`src/rtl/sqd_pkg.sv`:
```
// Shared types and constants for the 0110 stream detector controller.
package sqd_pkg;

    typedef enum logic [1:0] {IDLE, LOAD, SHIFT, DONE} ctrl_state_t;
    typedef enum logic [1:0] {S0, S1, S2, S3} det_state_t;

    localparam logic [3:0] SQD_PATTERN = 4'b0110;

endpackage

```
`src/rtl/sqd0110_core.sv`:
```
// Overlapping Mealy detector for SQD_PATTERN; hit is combinational on the current bit.
module sqd0110_core import sqd_pkg::*; (
    input  logic clk,
    input  logic rst,
    input  logic clr,
    input  logic en,
    input  logic in,
    output logic hit
);

    det_state_t state, state_nxt;

    always_ff @(posedge clk) begin
        if (rst) state <= S0;
        else     state <= state_nxt;
    end

    assign hit = en && (state == S3) && (in == SQD_PATTERN[0]);

    // On a miss, fall back to the longest suffix that is still a pattern prefix.
    always_comb begin
        state_nxt = state;
        if (clr) begin
            state_nxt = S0;
        end else if (en) begin
            case (state)
                S0: if (in == SQD_PATTERN[3]) state_nxt = S1; else state_nxt = S0;
                S1: if (in == SQD_PATTERN[2]) state_nxt = S2; else state_nxt = S1;
                S2: if (in == SQD_PATTERN[1]) state_nxt = S3; else state_nxt = S1;
                S3: if (in == SQD_PATTERN[0]) state_nxt = S1; else state_nxt = S0;
                default: state_nxt = S0;
            endcase
        end
    end

endmodule

```
`src/rtl/sqd_stream_ctrl.sv`:
```
// Word-to-bit streaming controller around sqd0110_core with per-frame match counting.
// Optional SQD_CTRL_ABORT_EN adds an abort input that returns the FSM to IDLE.
module sqd_stream_ctrl import sqd_pkg::*; #(
    parameter int WORD_W = 8,
    parameter int CNT_W  = 16
) (
    input  logic              clk,
    input  logic              rst,
    input  logic              start,
    input  logic [CNT_W-1:0]  len,
    input  logic              s_valid,
    output logic              s_ready,
    input  logic [WORD_W-1:0] s_data,
    output logic              busy,
    output logic              done,
    output logic              match,
    output logic [CNT_W-1:0]  match_cnt
`ifdef SQD_CTRL_ABORT_EN
    ,
    input  logic              abort
`endif
);

    localparam int IDX_W = $clog2(WORD_W);

    ctrl_state_t       state, state_nxt;
    logic [WORD_W-1:0] shreg;
    logic [IDX_W-1:0]  idx;
    logic [CNT_W-1:0]  words_rem;
    logic              abort_act;
    logic              start_acc;
    logic              last_bit;
    logic              last_word;
    logic              det_en;
    logic              det_hit;

`ifdef SQD_CTRL_ABORT_EN
    assign abort_act = abort && (state != IDLE);
`else
    assign abort_act = 1'b0;
`endif

    assign start_acc = (state == IDLE) && start;
    assign last_bit  = (idx == '0);
    assign last_word = (words_rem == CNT_W'(1));
    assign det_en    = (state == SHIFT);

    function automatic logic [CNT_W-1:0] sat_inc(input logic [CNT_W-1:0] v);
        if (v == {CNT_W{1'b1}}) return v;
        return v + CNT_W'(1);
    endfunction

    sqd0110_core u_core (
        .clk (clk),
        .rst (rst),
        .clr (start_acc),
        .en  (det_en),
        .in  (shreg[idx]),
        .hit (det_hit)
    );

    always_ff @(posedge clk) begin
        if (rst) state <= IDLE;
        else     state <= state_nxt;
    end

    always_comb begin
        state_nxt = state;
        case (state)
            IDLE: begin
                if (start) begin
                    if (len == '0) state_nxt = DONE;
                    else           state_nxt = LOAD;
                end
            end
            LOAD:  if (s_valid) state_nxt = SHIFT;
            SHIFT: begin
                if (last_bit) begin
                    if (last_word) state_nxt = DONE;
                    else           state_nxt = LOAD;
                end
            end
            DONE:    state_nxt = IDLE;
            default: state_nxt = IDLE;
        endcase
        if (abort_act) state_nxt = IDLE;
    end

    always_ff @(posedge clk) begin
        if (rst) begin
            shreg     <= '0;
            idx       <= '0;
            words_rem <= '0;
            match_cnt <= '0;
            match     <= 1'b0;
        end else begin
            match <= det_hit && !abort_act;
            if (start_acc) begin
                words_rem <= len;
                match_cnt <= '0;
            end
            if (state == LOAD && s_valid) begin
                shreg <= s_data;
                idx   <= IDX_W'(WORD_W - 1);
            end
            // An aborted SHIFT cycle leaves the partial count untouched.
            if (state == SHIFT && !abort_act) begin
                if (det_hit) match_cnt <= sat_inc(match_cnt);
                if (!last_bit)      idx       <= idx - IDX_W'(1);
                else if (!last_word) words_rem <= words_rem - CNT_W'(1);
            end
        end
    end

    assign s_ready = (state == LOAD);
    assign busy    = (state != IDLE);
    assign done    = (state == DONE);

endmodule

```
`config.mk`:
```
export PLATFORM = sky130hd
export DESIGN_NAME = sqd_stream_ctrl
export DESIGN_NICKNAME = d
export VERILOG_FILES = /design/src/rtl/sqd_pkg.sv /design/src/rtl/sqd0110_core.sv /design/src/rtl/sqd_stream_ctrl.sv
export SDC_FILE = /design/constraint.sdc
export NUM_CORES = 1
export LEC_CHECK = 0
export ABC_CLOCK_PERIOD_IN_PS = 3000
export BUFFER_PORTS_ARGS = -buffer_cell sky130_fd_sc_hd__buf_2
export CORE_UTILIZATION = 56
export CTS_CLUSTER_DIAMETER = 100
export CTS_CLUSTER_SIZE = 16
export DETAILED_ROUTE_END_ITERATION = 8
export GPL_TIMING_DRIVEN = 0
export PLACE_DENSITY = 0.8
export SYNTH_ARGS = -nofsm -noshare
export SYNTH_HDL_FRONTEND = slang
export SYNTH_SLANG_ARGS = --single-unit
```
`constraint.sdc`:
```
create_clock -name clk -period 3 [get_ports clk]
set_clock_uncertainty 0.15 [all_clocks]
set_input_delay 0.45 -clock clk [delete_from_list [all_inputs] [get_ports clk]]
set_output_delay 0.45 -clock clk [all_outputs]
set_load 0.03 [all_outputs]
```
==> metrics.md <==
| Metric | Value |
|---|---|
| Max Cap Violations | 0 |
| Most frequent cells after synthesis | dfxtp_1 (48), nand2_1 (37), a21oi_1 (23), nor2_1 (23), nand3_1 (20) |
| Post-route insts no fill | 470 |
| Post-Route Setup TNS | 0 ps |
| Die height | 72.1 um |
| Total grt overflow | 0 |
| DRT antenna net count | 0 |
| Clk root buf | clkbuf_8 |
| Num Clock Sinks | 48 |
| Ys async rst share | 0% |
| Clk_lat worst skew | 310 ps |
| Synthesis Warnings | 0 |
| Max VDD drop | 362 uV |
| Nets@finish | 438 |
| Final Slew Violations | 0 |
| DR WL/cell | between 15 and 20 um |
| Via density | 6.19 |
| Fin crit period | between 2000 and 3000 ps |
| Initial Util | 58.3% |
| H-tree depth | 2 |
| Ports | 48 |
| Detailed-route via count | 2,907 |
| Worst-path clk slew | 100 ps |
| Port Buf Inserts | 46 |
| Syn Nets | 385 |
| FP Rows | 25 |
| Status | complete, no violations |
| Synth Area per Inst | roughly 7.9 um2 |
| Synth Register Bits | 48 |
| Detailed placement HPWL | 5280 um |
| Delay-heaviest family, CP | simple AND/OR/NAND/NOR gates |
| Post-synth top flop | dfxtp_1 |
| Setup crit start kind | register |
| Gate power share | 19.7% |
| Sw power | 445 uW |
| Clk buf depth | 2 |
| Initial DRC count | 283 |
| Drt first pass iters | 5 |
| Static leakage | 0.00117 uW |
| Final period utilization | around 93% |
| RSZ-0062 raised after global routing | no |
| CP endpoint kind | register |
| Fill cell count | 393 |
| Leading area contributor after synthesis | dfxtp_1 |
| Die area | approximately 5200 um2 |
| Worst min path class | in2reg |
| Worst-path maximum fanout | 9 |
| Share of cells above drive strength 1 | about 15% |
| DP Cell Count | between 400 and 500 |
| # setup viols final | 0 |
| Net Sw Frac | 30.4% |
| Area delta synth->final | 16.1% |
| Area contributors post-synth | dfxtp_1 (35%), nand2_1 (5.0%), a21oi_1 (4.2%) |
| CP max stage delay | a little under 700 ps |
| Max_slew headroom | around half |
| CP Data Required Time | 3070 ps |
| CP Class | reg2reg |
| Initial antenna violation count | 0 |
| Core area | 4720 um2 |
| Final Hold Fails | 0 |
| Yosys top cell area share | 34.9% |
| Sequential share of power | a little under half |
| Largest net degree at the start of global routing | 16 |
| CP max stage cell | or4_1 |
| CTS tree | done |
| Synthesized area | 2750 um2 |
| Internal power | just over 1000 uW |
| Most frequent cell after synthesis | dfxtp_1 |
| Actual slew at the worst max-slew pin | 772 ps |
| Sequential-to-total area share from yosys stat | 34.9% |
| Gr usage total | between 20% and 30% |
| Vias in the first global route | 2,560 |
| Buf/Inv on CP | 1 |
| Post-route DRC | 0 |
| Synth unique cells | 59 |
| First-pass GRT wire length | 11,600 um |
| Width of the die | slightly above 70 um |
| Worst path cell trace | inv_1, ha_1, or4b_1, or4_1, a21oi_4, o21ba_1, o21a_1 |
| Num CTS Buffers | 5 |
| Drt total wl | just over 7000 um |
| Fmax | approximately 360 MHz |
| RD Place Congestion | 0.930 |
| Power Density | 459 nW/um2 |
| Arr. time, crit path | 2850 ps |
| Number of antenna diodes | 0 |
| EDFF count, synth | 0 |
| Clk pwr share | between 30 and 40% |
| Mapped Cells | 349 |
[logic make-up after synthesis]
logic type | after synthesis | share of synthesized area, %
mux | 8 | 3.05
flops | 48 | 34.9
buf+inv | 32 | 4.37
simple gates | 155 | 30.2
xor+xnor | 2 | 0.637
fa+ha+maj | 8 | 3.64
compound gates | 96 | 23.2
[per-stage QoR]
stage          power, uW  cell area, um2  util (%)  hold WS, ps  worst slack (ps)
2_1_floorplan        903            2750         -          282               501
3_3_place_gp         979            3070      64.9          291               230
3_5_place_dp         987            3070      64.9          300               178
4_1_cts             1460            3180      67.3          220               143
5_1_grt             1520            3190      67.6          226              90.1
6_report            1470            3190      67.6          229               212
[power groups by stage]
stage	clock network (uW)	logic, uW	registers, uW
final	480	288	698
after global routing	504	319	702
after CTS	486	278	696
after detailed placement	0	276	711
after global placement	0	270	709
after floorplan	0	199	703
[placed cells by master (no fill, tap or decap), drive strengths merged, types with 9 or more instances in the layout]
cell	netlist	routed
a21oi	24	24
buf	1	47
clkbuf	16	21
dfxtp	48	48
inv	15	15
nand2	37	37
nand3	20	20
nor2	23	23
nor3	16	16
nor4	10	10
o211ai	9	9
o21ai	18	18
[final cells by class]
type | count | area [um2] | area share (%)
plain buffers | 17 | 63.8 | 2.00
clock buffers | 5 | 68.8 | 2.16
clock inverters | 3 | 42.5 | 1.33
inverters | 15 | 56.3 | 1.76
multi-input cells | 269 | 1690 | 52.8
flip-flops and latches | 48 | 961 | 30.1
well taps | 67 | 83.8 | 2.63
repair buffers | 46 | 230 | 7.21
[routing by layer]
| layer | track usage, % | wire length (um) |
|---|---|---|
| met5 | 0 | 0 |
| met4 | 10.9 | 130 |
| met2 | 45.7 | 3300 |
| met1 | 37.6 | 3270 |
| met3 | 5.56 | 524 |
[worst paths after layout]
| check | from | end | slack, ps | cells past startpoint |
|---|---|---|---|---|
| worst min register to register | shreg[7] | shreg[7] | 320 | 2 |
| worst max register to register | words_rem[1] | words_rem[14] | 210 | 7 |
| worst min-delay path | s_data[6] | shreg[6] | 230 | 3 |
| worst max-delay path | words_rem[1] | words_rem[14] | 210 | 7 |
[registers in the layout, summed over array words and instances (netlist names)]
name,cells
shreg,8
match,1
u_core.state,2
idx,3
match_cnt,16
words_rem,16
state,2
[worst reg2reg max path: cells and delay by family (launching register included)]
family,cells,cell delay (ps)
AOI/OAI and AO/OA,3,720
buffers and inverters,1,120
adders and majority gates,1,180
and+or+nand+nor,2,1200
DFF,1,330
[what timing repair did]
action                     CTS  global route
resized for setup            0             2
setup buffers                0             0
setup endpoints to repair    0             6
hold buffers                 0             0
Power figures use the tool's default switching activity.
